### src/rtl/symmetry_job_scheduler.sv
// Round-robin two-port arbiter and sequencer for the shared symmetry core.
// One job in flight: grant, one-cycle load, wait for done or timeout, respond.
module symmetry_job_scheduler #(
   parameter int N       = 8,
   parameter int TIMEOUT = 31
) (
   input  logic           clk,
   input  logic           rst,
   input  logic [1:0]     req_valid,
   input  logic [2*N-1:0] req_data,
   output logic [1:0]     req_ready,
   output logic [1:0]     rsp_valid,
   output logic           rsp_sym,
   output logic           rsp_err,
   input  logic [1:0]     rsp_ready,
   output logic           core_load,
   output logic [N-1:0]   core_data,
   input  logic           core_symmetry,
   input  logic           core_done,
   input  logic           core_busy,
   output logic [7:0]     job_count
);

   typedef enum logic [1:0] {IDLE, ISSUE, WAIT, RESP} state_t;

   state_t         state_q, state_d;
   logic           pri_q, gnt_q;
   logic           gnt, gnt_ok;
   logic [N-1:0]   word_q;
   logic [7:0]     timer_q;
   logic           sym_q, err_q;
   logic           hs, tmo, rsp_acc;

   always_comb begin
      gnt    = pri_q;
      gnt_ok = 1'b0;
      if (req_valid[pri_q]) begin
         gnt    = pri_q;
         gnt_ok = 1'b1;
      end else if (req_valid[~pri_q]) begin
         gnt    = ~pri_q;
         gnt_ok = 1'b1;
      end
   end

   assign hs      = (state_q == IDLE) && gnt_ok && !core_busy;
   assign tmo     = (timer_q == 8'(TIMEOUT - 1));
   assign rsp_acc = (state_q == RESP) && rsp_ready[gnt_q];
   assign core_data = word_q;

   always_ff @(posedge clk or posedge rst) begin
      if (rst) state_q <= IDLE;
      else     state_q <= state_d;
   end

   always_comb begin
      state_d = state_q;
      unique case (state_q)
         IDLE:  if (hs) state_d = ISSUE;
         ISSUE: state_d = WAIT;
         WAIT:  if (core_done || tmo) state_d = RESP;
         RESP:  if (rsp_acc) state_d = IDLE;
         default: state_d = IDLE;
      endcase
   end

   // req_ready is held low while rst is asserted so all outputs read 0
   always_comb begin
      req_ready = '0;
      rsp_valid = '0;
      rsp_sym   = 1'b0;
      rsp_err   = 1'b0;
      core_load = 1'b0;
      unique case (state_q)
         IDLE:  if (gnt_ok && !core_busy && !rst) req_ready[gnt] = 1'b1;
         ISSUE: core_load = 1'b1;
         WAIT:  ;
         RESP: begin
            rsp_valid[gnt_q] = 1'b1;
            rsp_sym          = sym_q;
            rsp_err          = err_q;
         end
         default: ;
      endcase
   end

   always_ff @(posedge clk or posedge rst) begin
      if (rst) begin
         pri_q     <= 1'b0;
         gnt_q     <= 1'b0;
         word_q    <= '0;
         timer_q   <= '0;
         sym_q     <= 1'b0;
         err_q     <= 1'b0;
         job_count <= '0;
      end else begin
         if (hs) begin
            word_q <= req_data[(gnt ? N : 0) +: N];
            gnt_q  <= gnt;
         end
         if (state_q == ISSUE) timer_q <= '0;
         if (state_q == WAIT) begin
            if (core_done) begin
               sym_q <= core_symmetry;
               err_q <= 1'b0;
            end else if (tmo) begin
               sym_q <= 1'b0;
               err_q <= 1'b1;
            end else begin
               timer_q <= timer_q + 8'd1;
            end
         end
         if (rsp_acc) begin
            pri_q <= ~gnt_q;
            if (job_count != 8'hFF) job_count <= job_count + 8'd1;
         end
      end
   end

endmodule

### config.mk
export PLATFORM = sky130hd
export DESIGN_NAME = symmetry_job_scheduler
export DESIGN_NICKNAME = d
export VERILOG_FILES = /design/src/rtl/symmetry_job_scheduler.sv
export SDC_FILE = /design/constraint.sdc
export NUM_CORES = 1
export LEC_CHECK = 0
export CORE_UTILIZATION = 46
export DETAILED_ROUTE_END_ITERATION = 16
export GPL_TIMING_DRIVEN = 0
export PLACE_DENSITY = 0.79
export SLEW_MARGIN = 20
export SYNTH_ARGS = -nofsm -noshare
export SYNTH_HDL_FRONTEND = slang
export SYNTH_SLANG_ARGS = --single-unit
### constraint.sdc
create_clock -name clk -period 2.29 [get_ports clk]
set_input_delay 0.229 -clock clk [delete_from_list [all_inputs] [get_ports clk]]
set_output_delay 0.229 -clock clk [all_outputs]
set_load 0.01 [all_outputs]
* Word level (Yosys, flattened, before mapping)
Cells that the tools add are included.
Storage, ports and cells: register bits after elaboration 30, bits of input ports 25, output and inout bits 23
Operators by class: add/subtract/negate cells 2, $lt $le $gt $ge 6, eq/ne operators 8, shift operators 1, muxes and demuxes 33, bitwise operators 2, reductions and logical operators 15
Operator list (number):
- $mux 8 | 4
- $mux 1 | 19
- $add 8x1->8 const B | 2
- $shiftx 16x5->8 | 1
- $mux 2 | 6
- $eq 8x5->1 const B | 1
- $lt 1x2->1 const B | 4
- $ne 8x8->1 const B | 1
- $pmux 2 s4 | 1
- $logic_and 1x1->1 | 7
- $ne 2x2->1 const B | 3
- $eq 2x2->1 const B | 2
- $mux 4 | 1
- $reduce_and 2->1 | 2
- $reduce_and 3->1 | 1
- $demux 1 s1 | 2
- $eq 2x1->1 const B | 1
- $ge 1x1->1 const B | 2
- $logic_not 1->1 | 2
- $logic_not 2->1 | 1
- $not 1->1 | 2
- $reduce_bool 2->1 | 1
- $logic_or 1x1->1 | 1

* Depth between registers and ports, before layout
depth in word-level cells 11, mapped depth 7, mapped depth without buffers 6

* Least setup slack after synthesis
OpenSTA, ideal clock, no wires.
kind register -> register, start register timer_q[0], end register state_q[1], setup time 0.125 ns, arrival time 1.654 ns, required time 2.165 ns, setup slack 0.511 ns, cell stages (with the launch flop) 7, path buffers 0, cell sequence dfrtp_1 -> inv_1 -> ha_1 -> or4b_4 -> o21ai_4 -> o211ai_2 -> mux2_4
On the way: longest elaborated chain between the ends 4
RTL lines:
- from (decl) | line 30 | logic [7:0] timer_q;
- from (signal assigned) | line 110 | timer_q <= timer_q + 8'd1;
- $eq 8x5->1 | line 47 | assign tmo = (timer_q == 8'(TIMEOUT - 1));
- $logic_or 1x1->1 | line 61 | WAIT: if (core_done || tmo) state_d = RESP;
- $ne 2x2->1 (no source line)
- $reduce_and 3->1 (no source line)
- to (signal assigned) | line 53 | else state_q <= state_d;
- to (decl) | line 26 | state_t state_q, state_d;
Every way passes these cells. A chain may end at the register's enable or synchronous reset.

* Worst setup path in the final report
start register state_q[1], end output rsp_valid[0]
On the way: longest elaborated chain between the ends 2
RTL lines:
- $eq 2x2->1 | line 74 | unique case (state_q)
- $mux 2 | line 74
- to (decl) | line 12 | output logic [1:0] rsp_valid,
Every way passes these cells.

==> impl_metrics.yaml <==
placed_design:
  dp.final_hpwl_um: 2668
  gp_congestion: 0.7928
  place_inst: 242
  dp_slack_ps: -63.82
  port_buffers: 47
  place_area_mm2: 0.002117
synthesis:
  synth_area_leaders: "dfrtp_1 (47%), ha_1 (6.3%), mux2i_1 (5.7%)"
  synthCells: 151
  syn_area_per_cell_um2: 10.54
  synth_top_area_share: 0.4717
  ys_ff_latch: 30
  syn_nets: 184
  synth_commonest_cells: "dfrtp_1 (30), nor2_1 (17), a21oi_1 (11), mux2i_1 (9), nand2_1 (9)"
  synth.most_common_cell: "dfrtp_1"
  synthFlopType: "dfrtp_1"
  yosysTopAreaCell: "dfrtp_1"
  yosysSeqAreaShare: 0.4717
  yosys_warnings: 0
  yosysUniqueCellTypes: 39
  synth_edf_count: 0
  async_reset_ff_frac: 1.000
  synth.cell_area_mm2: 0.001592
finish:
  final_cells: 254
  n_antenna_cell: 0
  fin_area_mm2: 0.002225
  drive_above_1_share: 0.1190
  syn_to_final_growth_pct: 39.78
  post-route-util: 0.7000
  fin_nets: 242
worst_setup_path:
  start_kind: "flop"
  path_class: "reg2out"
  rrSetupSlack_ps: 370
  endpoint_kind: "output pin"
  crit_required_ps: 2060
  cp_max_fo: 8
  crit_arrival_ps: 1890
clock_tree:
  clock-root-buffer: "clkbuf_4"
  clkTransAtPathRegs_ps: 100
  numCtsBuffers: 5
  clock-sinks: 30
  cts_tree: "done"
  cts-hold-fix-buffers: 0
  insertion_delay_ps: 340
  clock_path_buffers: 2
  htreeDepth: 2
die:
  dieArea_mm2: 0.003699
  die_w_um: 60.82
  core-area_mm2: 0.003178
  rows: 20
  start_util: 0.5008
  io_pins: 48
  die_h_um: 60.82
timing:
  min_period_ps: 2123
  finalWorstSetupSlack_ps: 167.0
  slew-limit-headroom: 0.6766
  rsz0062_at_grt: "false"
  setup_tns_ps: 0
  clock_skew_ps: 10.96
  whs_ps: 256.6
  min_period_over_period: 0.9271
  drv_slew: 0
  setup_viol: 0
  worst_slew_pin_slew_ps: 485.1
  hold_viol: 0
  fmax_mhz: 471.0
drt:
  vias_per_cell: 5.350
  drtIter0Drc: 71
  vias: 1359
  postRouteAntennaNets: 0
  drc_errors: 0
  wl_um: 3708
  drt-pass1-iter-count: 6
  wl_per_cell_um: 14.60
grt:
  grt_max_degree: 32
  grt_pass1_wl_um: 5637
  antenna_found_initial: 0
  grtUsageTotal: 0.2119
  overflow: 0
  grt_pass1_vias: 1299
pwr:
  total_power_mw: 2.275
  p_leak_nw: 1.031
  pwr_density_cell_mw_per_mm2: 1022
  ir_drop_mv: 0.5371
job:
  maxCapViolations: 0
min_path:
  hp-class: "in2async"
run_status:
  status: "finished, final reports clean"
critical path, cell delays in order, from the launching register on:
cell             delay [ps]
dfrtp_1                 430
ha_1                    340
inv_1                   130
nor2_1                  120
clkdlybuf4s50_1         550
metal layers:
| layer | up-vias | share of wire | GRT usage |
|---|---|---|---|
| met3 | 10 | 0.042 | 0.05757 |
| met5 | - | 0 | 0 |
| met2 | 53 | 0.51 | 0.3830 |
| met4 | 0 | 0.023 | 0.08442 |
| met1 | 650 | 0.42 | 0.2355 |
| li1 | 646 | - | - |
worst paths after layout:
kind | startpoint | cells after the start | to
worst max-delay path | state_q[1]$_DFFE_PP0P_ | 4 | rsp_valid[0]
worst min-delay path | rst | 2 | core_data[7]$_DFFE_PP0P_
worst max register to register | state_q[0]$_DFFE_PP0P_ | 6 | timer_q[6]$_DFF_PP0_
worst min register to register | sym_q$_DFFE_PP0P_ | 1 | sym_q$_DFFE_PP0P_
max in group asynchronous | rst | 2 | err_q$_DFFE_PP0P_
min in group clk | sym_q$_DFFE_PP0P_ | 1 | sym_q$_DFFE_PP0P_
flip-flops by register name, summed over array words and instances (netlist names):
name and flops:
sym_q 1, state_q 2, err_q 1, timer_q 8, core_data 8, pri_q 1
job_count 8, gnt_q 1
cell families (layout without fill, tap and decap cells):
| family | count (synthesis) | count (layout) | synth area share |
|---|---|---|---|
| compound gates | 28 | 28 | 0.1242 |
| xor+xnor | 10 | 10 | 0.05503 |
| fa+ha+maj | 9 | 9 | 0.06919 |
| buf+inv | 11 | 70 | 0.03144 |
| flops | 30 | 30 | 0.4717 |
| mux | 13 | 13 | 0.08726 |
| simple gates | 50 | 50 | 0.1612 |
cells in the final DEF (no fill, tap or decap), drive strengths merged, types with 6 or more instances in the layout:
cell type	instances
a21oi	11
buf	6
clkbuf	8
clkdlybuf4s50	45
dfrtp	30
ha	8
inv	8
mux2i	9
nand2	9
nor2	17
xor2	6
timing repair:
item                       4_1_cts  5_1_grt
buffers inserted                 0        4
gates resized for setup          4        7
setup endpoints to repair        2        1
pin swaps                        1        1
where the power goes:
part,switching (mW),total [mW],internal (mW),leakage (nW)
logic,0.495,1.09,0.597,0.622
clock network,0.182,0.330,0.149,0.0353
registers,0.152,0.852,0.700,0.374
total,0.829,2.27,1.45,1.03
cell type report:
class / count / area [um2]
fillers: 253 / 953.4
repair buffers: 51 / 501.7
clock inverters: 1 / 5.005
multi-input cells: 110 / 798.3
flip-flops and latches: 30 / 750.7
inverters: 8 / 32.53
well taps: 44 / 55.05
clock buffers: 7 / 55.05
plain buffers: 3 / 26.28
Power figures use the tool's default switching activity.
